===== config.mk =====
export PLATFORM = sky130hd
export DESIGN_NAME = alu_rr_arbiter_flat
export DESIGN_NICKNAME = d
export VERILOG_FILES = /design/src/rtl/alu_rr_arbiter_if.sv /design/src/rtl/alu_rr_arbiter.sv /design/src/flat_wrapper.sv
export SDC_FILE = /design/constraint.sdc
export NUM_CORES = 1
export LEC_CHECK = 0
export ABC_AREA = 1
export CORE_AREA = 2 2 356 358
export DETAILED_ROUTE_END_ITERATION = 8
export DIE_AREA = 0 0 358 360
export PLACE_DENSITY = 0.34
export SLEW_MARGIN = 5
export SYNTH_ARGS = -nofsm -noshare
export SYNTH_HDL_FRONTEND = slang
export SYNTH_SLANG_ARGS = --single-unit

===== constraint.sdc =====
create_clock -name clk -period 2.8 [get_ports clk]
set_input_delay 0.42 -clock clk [delete_from_list [all_inputs] [get_ports clk]]
set_output_delay 0.42 -clock clk [all_outputs]
set_load 0.05 [all_outputs]

===== src/rtl/alu_rr_arbiter_if.sv =====
// rtl/alu_rr_arbiter_if.sv - request, response and ALU signal bundle for alu_rr_arbiter
interface alu_rr_arbiter_if #(
  parameter int NREQ = 4,
  parameter int IDW  = 2
);
  logic [NREQ-1:0]    req_valid;
  logic [NREQ-1:0]    req_ready;
  logic [NREQ*64-1:0] req_a;
  logic [NREQ*64-1:0] req_b;
  logic [NREQ*2-1:0]  req_op;

  logic               rsp_valid;
  logic               rsp_ready;
  logic [IDW-1:0]     rsp_id;
  logic [127:0]       rsp_c;
  logic               rsp_err;

  logic [63:0]        alu_a;
  logic [63:0]        alu_b;
  logic [1:0]         alu_op;
  logic [127:0]       alu_c;
  logic               alu_completed;

  modport slave (
    input  req_valid, req_a, req_b, req_op, rsp_ready, alu_c, alu_completed,
    output req_ready, rsp_valid, rsp_id, rsp_c, rsp_err, alu_a, alu_b, alu_op
  );

  modport master (
    output req_valid, req_a, req_b, req_op, rsp_ready, alu_c, alu_completed,
    input  req_ready, rsp_valid, rsp_id, rsp_c, rsp_err, alu_a, alu_b, alu_op
  );
endinterface


===== src/rtl/alu_rr_arbiter.sv =====
// rtl/alu_rr_arbiter.sv - round-robin sharing of one 2-cycle add/mul ALU among NREQ requesters
// Optional WAIT timeout (rsp_err) is enabled by defining ALU_ARB_TIMEOUT_EN.
module alu_rr_arbiter #(
  parameter int NREQ        = 4,
  parameter int IDW         = 2,
  parameter int TIMEOUT_CYC = 8
) (
  input  logic              clk,
  input  logic              resetn,
  alu_rr_arbiter_if.slave   bus,
  output logic              busy
);
  typedef enum logic [1:0] {IDLE, ISSUE, WAIT, RESP} state_t;

  state_t         state, state_n;
  logic [IDW-1:0] ptr, id_q, grant_id;
  logic           any_valid;
  logic [63:0]    sel_a, sel_b;
  logic [1:0]     sel_op;
  logic [63:0]    alu_a_q, alu_b_q;
  logic [1:0]     alu_op_q;
  logic           rsp_valid_q;
  logic [127:0]   rsp_c_q;
  logic           rsp_err_q;
  logic           timeout_hit;

  function automatic logic [IDW-1:0] wrap_inc(input logic [IDW-1:0] x, input int k);
    int s;
    s = int'(x) + k;
    if (s >= NREQ) s -= NREQ;
    return IDW'(s);
  endfunction

  // Scanning offsets high to low leaves the nearest valid index above ptr as winner.
  always_comb begin
    any_valid = |bus.req_valid;
    grant_id  = ptr;
    for (int k = NREQ - 1; k >= 0; k--) begin
      if (bus.req_valid[wrap_inc(ptr, k)]) grant_id = wrap_inc(ptr, k);
    end
  end

  always_comb begin
    sel_a  = '0;
    sel_b  = '0;
    sel_op = '0;
    for (int i = 0; i < NREQ; i++) begin
      if (grant_id == IDW'(i)) begin
        sel_a  = bus.req_a[64*i +: 64];
        sel_b  = bus.req_b[64*i +: 64];
        sel_op = bus.req_op[2*i +: 2];
      end
    end
  end

  always_comb begin
    bus.req_ready = '0;
    if (resetn && state == IDLE && any_valid) bus.req_ready[grant_id] = 1'b1;
  end

  always_comb begin
    state_n = state;
    case (state)
      IDLE:    if (any_valid) state_n = (sel_op != 2'd0) ? ISSUE : RESP;
      ISSUE:   state_n = WAIT;
      WAIT:    if (bus.alu_completed || timeout_hit) state_n = RESP;
      RESP:    if (bus.rsp_ready) state_n = IDLE;
      default: state_n = IDLE;
    endcase
  end

  always_ff @(posedge clk or negedge resetn) begin
    if (!resetn) state <= IDLE;
    else         state <= state_n;
  end

  // alu_op defaults to zero every cycle, so it is high for the ISSUE cycle only.
  always_ff @(posedge clk or negedge resetn) begin
    if (!resetn) begin
      ptr         <= '0;
      id_q        <= '0;
      alu_a_q     <= '0;
      alu_b_q     <= '0;
      alu_op_q    <= '0;
      rsp_valid_q <= 1'b0;
      rsp_c_q     <= '0;
    end else begin
      alu_op_q <= 2'd0;
      case (state)
        IDLE: begin
          if (any_valid) begin
            id_q <= grant_id;
            if (sel_op != 2'd0) begin
              alu_a_q  <= sel_a;
              alu_b_q  <= sel_b;
              alu_op_q <= sel_op;
            end else begin
              rsp_c_q     <= '0;
              rsp_valid_q <= 1'b1;
            end
          end
        end
        WAIT: begin
          if (bus.alu_completed) begin
            rsp_c_q     <= bus.alu_c;
            rsp_valid_q <= 1'b1;
          end else if (timeout_hit) begin
            rsp_c_q     <= '0;
            rsp_valid_q <= 1'b1;
          end
        end
        RESP: begin
          if (bus.rsp_ready) begin
            rsp_valid_q <= 1'b0;
            ptr         <= wrap_inc(id_q, 1);
          end
        end
        default: ;
      endcase
    end
  end

`ifdef ALU_ARB_TIMEOUT_EN
  logic [7:0] wait_cnt;

  assign timeout_hit = (state == WAIT) && (wait_cnt == 8'(TIMEOUT_CYC - 1));

  always_ff @(posedge clk or negedge resetn) begin
    if (!resetn) begin
      wait_cnt  <= '0;
      rsp_err_q <= 1'b0;
    end else begin
      if (state == ISSUE)     wait_cnt <= '0;
      else if (state == WAIT) wait_cnt <= wait_cnt + 8'd1;
      if (state == WAIT && !bus.alu_completed && timeout_hit) rsp_err_q <= 1'b1;
      else if (state == RESP && bus.rsp_ready)                rsp_err_q <= 1'b0;
    end
  end
`else
  logic timeout_unused;

  assign timeout_hit    = 1'b0;
  assign rsp_err_q      = 1'b0;
  assign timeout_unused = (TIMEOUT_CYC > 0);
`endif

  assign bus.alu_a     = alu_a_q;
  assign bus.alu_b     = alu_b_q;
  assign bus.alu_op    = alu_op_q;
  assign bus.rsp_valid = rsp_valid_q;
  assign bus.rsp_id    = id_q;
  assign bus.rsp_c     = rsp_c_q;
  assign bus.rsp_err   = rsp_err_q;
  assign busy          = (state != IDLE);
endmodule

===== src/flat_wrapper.sv =====
// flat-port wrapper written by rule: the top's interface ports become plain ports
module alu_rr_arbiter_flat 
#(
  parameter int NREQ        = 4,
  parameter int IDW         = 2,
  parameter int TIMEOUT_CYC = 8
)
  (clk, resetn, busy, bus_req_valid, bus_req_a, bus_req_b, bus_req_op, bus_rsp_ready, bus_alu_c, bus_alu_completed, bus_req_ready, bus_rsp_valid, bus_rsp_id, bus_rsp_c, bus_rsp_err, bus_alu_a, bus_alu_b, bus_alu_op);
  alu_rr_arbiter_if #(.NREQ(NREQ), .IDW(IDW)) bus_i ();
  input  logic clk;
  input  logic resetn;
  output logic busy;
  input wire logic [$bits(bus_i.req_valid)-1:0] bus_req_valid;
  input wire logic [$bits(bus_i.req_a)-1:0] bus_req_a;
  input wire logic [$bits(bus_i.req_b)-1:0] bus_req_b;
  input wire logic [$bits(bus_i.req_op)-1:0] bus_req_op;
  input wire logic [$bits(bus_i.rsp_ready)-1:0] bus_rsp_ready;
  input wire logic [$bits(bus_i.alu_c)-1:0] bus_alu_c;
  input wire logic [$bits(bus_i.alu_completed)-1:0] bus_alu_completed;
  output wire logic [$bits(bus_i.req_ready)-1:0] bus_req_ready;
  output wire logic [$bits(bus_i.rsp_valid)-1:0] bus_rsp_valid;
  output wire logic [$bits(bus_i.rsp_id)-1:0] bus_rsp_id;
  output wire logic [$bits(bus_i.rsp_c)-1:0] bus_rsp_c;
  output wire logic [$bits(bus_i.rsp_err)-1:0] bus_rsp_err;
  output wire logic [$bits(bus_i.alu_a)-1:0] bus_alu_a;
  output wire logic [$bits(bus_i.alu_b)-1:0] bus_alu_b;
  output wire logic [$bits(bus_i.alu_op)-1:0] bus_alu_op;
  assign bus_i.req_valid = bus_req_valid;
  assign bus_i.req_a = bus_req_a;
  assign bus_i.req_b = bus_req_b;
  assign bus_i.req_op = bus_req_op;
  assign bus_i.rsp_ready = bus_rsp_ready;
  assign bus_i.alu_c = bus_alu_c;
  assign bus_i.alu_completed = bus_alu_completed;
  assign bus_req_ready = bus_i.req_ready;
  assign bus_rsp_valid = bus_i.rsp_valid;
  assign bus_rsp_id = bus_i.rsp_id;
  assign bus_rsp_c = bus_i.rsp_c;
  assign bus_rsp_err = bus_i.rsp_err;
  assign bus_alu_a = bus_i.alu_a;
  assign bus_alu_b = bus_i.alu_b;
  assign bus_alu_op = bus_i.alu_op;
  alu_rr_arbiter #(.NREQ(NREQ), .IDW(IDW), .TIMEOUT_CYC(TIMEOUT_CYC)) u_core (.clk(clk), .resetn(resetn), .bus(bus_i), .busy(busy));
endmodule

## Word level (Yosys, flattened, before mapping)

Cells that the tools add are included.

| word-level totals | value |
|---|---|
| bits in registers | 265 |
| input bits | 656 |
| output and inout bits | 267 |
| word-level logic and storage cells | 103 |

| cells by class | value |
|---|---|
| add/subtract/negate cells | 9 |
| $lt $le $gt $ge | 11 |
| eq/ne operators | 10 |
| muxes and demuxes | 49 |
| reduce and logical (&&, ||, !) cells | 16 |

Operator list:

| kind | number |
|---|---|
| 64-bit 2-to-1 mux | 8 |
| 128-bit 2-to-1 mux | 3 |
| 128-bit case mux with 2 select lines | 1 |
| 2-bit 2-to-1 mux | 20 |
| 2-bit by 3-bit less-than comparator with 1-bit output (second input constant) | 5 |
| 3-bit greater-or-equal comparator (second input constant) | 4 |
| 2-bit by 1-bit subtractor with 2-bit output (second input constant) | 5 |
| 1-bit 2-to-1 mux | 9 |
| 1-bit binary-select mux with 2-bit select | 4 |
| 2-bit equality test (second input constant) | 4 |
| 2-bit case mux with 4 select lines | 1 |
| 2-bit by 1-bit adder with 3-bit output (second input constant) | 2 |
| 2-bit by 2-bit adder with 3-bit output (second input constant) | 2 |
| 2-bit != test (second input constant) | 3 |
| 3-bit AND reduction | 2 |
| 2-bit nonzero test | 3 |
| 5-bit AND reduction | 1 |
| 2-bit by 1-bit equality test with 1-bit output (second input constant) | 2 |
| 2-bit logical NOT | 2 |
| 4-bit 2-to-1 mux | 1 |
| 2-bit AND reduction | 2 |
| 4-bit AND reduction | 1 |
| 4-bit OR reduction | 1 |
| 2-bit by 3-bit greater-or-equal comparator with 1-bit output (second input constant) | 1 |
| 6 further kinds | 8 |

## Longest topological paths before layout

| depth | value |
|---|---|
| word-level depth | 18 |
| mapped depth | 22 |
| gate-level depth less buffers | 19 |

## Worst setup path before layout

No wires, ideal clock.

| timing path | value |
|---|---|
| kind | flip-flop to output port |
| start | register u_core.ptr[0] |
| end | output port bus_req_ready[2] |
| arrival time | 2.410 ns |
| required time | 2.380 ns |
| setup slack | -0.030 ns |
| cell stages (with the launch flop) | 15 |
| buffers on the path | 3 |
| cell sequence | dfrtp_1 -> buf_4 -> inv_2 -> nand2_1 -> nand2_1 -> nand2_1 -> nand2_1 -> inv_1 -> nand2_1 -> nand3_1 -> nand2_1 -> nand2_1 -> clkbuf_1 -> clkbuf_1 -> nor2_1 |

| between the ends | value |
|---|---|
| longest elaborated chain between the ends | 14 |
| elaborated cells between the ends (all ways) | 33 |
| those cells by class | add/sub: 7; order compare: 6; mux: 19; reduce/logical: 1 |

Ends and longest elaborated chain:

| element | line | text |
|---|---|---|
| start: declaration | alu_rr_arbiter.sv:16 | `logic [IDW-1:0] ptr, id_q, grant_id;` |
| start signal: assignment | alu_rr_arbiter.sv:115 | `ptr <= wrap_inc(id_q, 1);` |
| 2-bit by 2-bit adder with 3-bit output | alu_rr_arbiter.sv:29 | `s = int'(x) + k;` |
| 3-bit greater-or-equal comparator or 2-bit by 1-bit subtractor with 2-bit output (tied branches) | alu_rr_arbiter.sv:30 | `if (s >= NREQ) s -= NREQ;` |
| 2-bit 2-to-1 mux | alu_rr_arbiter.sv:30 |  |
| 1-bit binary-select mux with 2-bit select | alu_rr_arbiter.sv:39 | `if (bus.req_valid[wrap_inc(ptr, k)]) grant_id = wrap_inc(ptr, k);` |
| 1-bit 2-to-1 mux (implied by the code) | alu_rr_arbiter.sv:39 |  |
| 2-bit 2-to-1 mux (3 in series) | alu_rr_arbiter.sv:39 |  |
| 2-bit 2-to-1 mux (*) | alu_rr_arbiter.sv:39 |  |
| 2-bit by 3-bit less-than comparator with 1-bit output (implied by the code) or 2-bit by 1-bit greater-or-equal comparator with 1-bit output (tied branches) | alu_rr_arbiter.sv:58 | `if (resetn && state == IDLE && any_valid) bus.req_ready[grant_id] = 1'b1;` |
| 1-bit logical AND (implied by the code) | alu_rr_arbiter.sv:58 |  |
| 1-bit 2-to-1 mux (implied by the code) | alu_rr_arbiter.sv:58 |  |
| 1-bit demux with 2-bit select (*) | n/a |  |
| 4-bit 2-to-1 mux (*) | alu_rr_arbiter.sv:58 |  |
| end: declaration | flat_wrapper.sv:20 | `output wire logic [$bits(bus_i.req_ready)-1:0] bus_req_ready;` |

Mark *: on every way between the ends. The rest lies on a longest branch, timed or not. The select of a mux whose other input is x is not followed.

## Worst setup path in the final report

Ends and elaborated chain as after synthesis.

==> impl_metrics.toml <==
[status]
status = "finished clean"

[yosys]
synth_most_common_cell = "nand2_1"
netlist.area_leader.share_pct = 48.3
synth.cell_area_um2 = 13700
synth_cells = 1829
synthDistinctLibCells = 28
synth_commonest_cells = "711 x nand2_1, 265 x dfrtp_1, 193 x nand3_1"
ys.flop_type = "dfrtp_1"
ys_ff_latch = 265
synth_edf_count = 0
synthArstFlopShare_pct = 100
syn-mean-instance-area_um2 = 7.50
synth_area_leaders = "dfrtp_1 48%, nand2_1 19%, nand4_1 7.5%"
yosys_warnings = 0
ys_seq_area_share_pct = 48.3
syn_nets = 2489
synth_top_area_cell = "dfrtp_1"

[timing]
rsz0062_at_grt = "true"
finalCritPeriodShare_pct = 97.9
max-slew-margin-rel_pct = 37.1
drv_slew = 0
timing.final.crit_period_ps = 2740
fmax_mhz = 365
skew_ps = 18.4
whs_ps = 236
report.final.setup_viol = 0
finalHoldViolations = 0
tightest_slew_ps = 943

[floorplan]
dieArea_um2 = 129000
io_pins = 923
core_um2 = 125000
rows = 130
chipHeight_um = 360
chipWidth_um = 358
initial_core_util_pct = 11.0

[power]
p_per_area_nw_per_um2 = 1630
peakVddDrop_v = 0.000559
combPwrFrac_pct = 74.3
seqPwrFrac_pct = 14.0
pwr-share-clk_pct = 11.7
swShare_pct = 52.0
intPower_mw = 22.7
leakagePower_nw = 12.4
switching_power_mw = 24.6
power_mw = 47.3

[worst_setup_path]
required_ps = 2380
crit_type = "flip-flop to output port"
arrival_ps = 2320
r2r_cells = 16
reg2reg_from = "u_core.ptr[0]"
r2r_slack_ps = 80
crit_fanout = 8
startpoint = "u_core.ptr[0]"
cp-start-kind = "flip-flop"
crit_path_end_kind = "output port"

[cells_and_area]
instances_no_fill = 4552
stdcell_area_um2 = 29000
nNetsFinal = 3524
drive_gt1_share_pct = 12.8
num-fill-cells = 13800
utilization_pct = 23.3
syn2layout_area_growth_pct = 112

[clocking]
cts_max_level = 2
cts_buffers = 41
clockBufferDepth = 3
cts_tree = "built"
root_buffer = "clkbuf_16"
clock_sinks = 265
clk_pin_slew_ps = 60
clk-insertion-delay-late_ps = 590

[detailed_routing]
ant_nets = 0
dr.pass1.iters = 5
drt_wl_total_mm = 110
drtIter0Drc = 950
wire_per_inst_um = 24.1
routed-via-count = 17500
drc = 0
routed_via_density = 3.84

[placement]
io_buffers = 921
placed_cells_incl_taps = 4414
gp_congestion = 0.861
placed_area_um2 = 26400
hpwl_mm = 83.2

[grt]
grt_pass1_wl_mm = 143
grt_antenna_before_repair = 41
grt_start_max_net_pins = 126
gr-total-overflow = 0
track_usage_pct = 15.6
first_global_vias = 17600

[flow_run]
drv_cap = 0

[worst_hold_path]
hp-class = "input pin to asynchronous set/reset pin"
-- flip-flops by register name, summed over array words and instances, names as in the netlist --
signal	count
u_core.bus.alu_b	64
u_core.bus.rsp_c	128
u_core.bus.alu_op	2
u_core.state	2
u_core.bus.rsp_valid	1
u_core.bus.alu_a	64
u_core.ptr	2
u_core.bus.rsp_id	2
-- cells by family (layout without fill, tap and decap cells) --
kind of cell,after synthesis,count (layout),synth area share [%]
AO/OA/AOI/OAI,269,269,10.4
XOR/XNOR,1,1,0.0639
adder cells (fa/ha/maj),4,4,0.365
buffers and inverters,182,1246,5.56
flip-flops,265,265,48.3
other,1,10,0.0273
AND/OR/NAND/NOR,1107,1107,35.2
-- path summary, 6_finish.rpt --
kind	endpoint
hold / removal	u_core.bus.rsp_c[70]
hold reg to reg	u_core.bus.rsp_c[60]
min in group clk	u_core.bus.rsp_c[4]
setup reg to reg	u_core.bus.alu_a[45]
setup / recovery	bus_req_ready[2]
max in group asynchronous	u_core.bus.alu_a[13]
-- power by group through the flow --
stage	Sequential, mW	Clock (mW)	Combinational (mW)
final	6.61	5.53	35.1
after global routing	6.82	5.95	37.9
after CTS	6.62	5.78	32.5
after detailed placement	6.62	0	31.7
after global placement	6.66	0	31.7
after floorplan	11.8	0	10.6
-- repair_timing --
item / 4_1_cts / 5_1_grt
gates resized for setup: 25 / 104
pin swaps: 7 / 20
gates cloned: 1 / 29
endpoints found under the setup margin: 65 / 262
buffers inserted: 11 / 15
hold endpoints to repair: 40 / 0
hold buffers: 1 / 0
-- critical path, stage by stage, from the launching register on --
cell     delay, ps
dfrtp_2        470
inv_4          130
nand2_1        100
nand3_1        110
nand2_1         60
inv_1          180
nand3_4        130
nand2_8        110
nand2_4         70
buf_12         130
nor2_4          90
buf_12         140
-- through the flow --
step	setup TNS (ps)	worst slack, ps
finish	0	60.2
global route	-20400	-132
global placement	-73150	-399
CTS	-2.12	-2.12
detailed placement	-80490	-397
floorplan	0	154
-- area by class of cell --
class / instances / area (um^2) / share of cell area (%)
Tap cell: 1650 / 2060 / 7.11
Clock inverter: 17 / 233 / 0.801
Antenna cell: 9 / 22.5 / 0.0775
Clock buffer: 55 / 1150 / 3.95
Sequential cell: 265 / 6630 / 22.8
Timing Repair Buffer: 1148 / 12200 / 42.1
Multi-Input combinational cell: 1382 / 6610 / 22.7
Inverter: 26 / 110 / 0.379
-- layer usage --
metal	vias up	share of wire (%)	track usage (%)
met5	-	0.23	0
met2	695	51	27.9
met4	38	1.9	3.14
met1	8307	39	18.0
met3	136	7.9	5.00
li1	8326	-	-
-- cell usage in the layout (no fill, tap or decap), drive strengths merged --
cell / count
ha: 4
o21ai: 175
clkinv: 10
nand3: 194
nor4: 1
nor2: 33
clkdlybuf4s50: 907
o22ai: 2
nand2: 711
a21oi: 73
dlygate4sd3: 1
conb: 1
xnor2: 1
nand4: 164
bufbuf: 1
clkbuf: 76
bufinv: 5
inv: 28
or2: 2
nand3b: 2
o221ai: 18
dfrtp: 265
buf: 218
a21boi: 1
diode: 9
(Power assumes the default switching activity.)
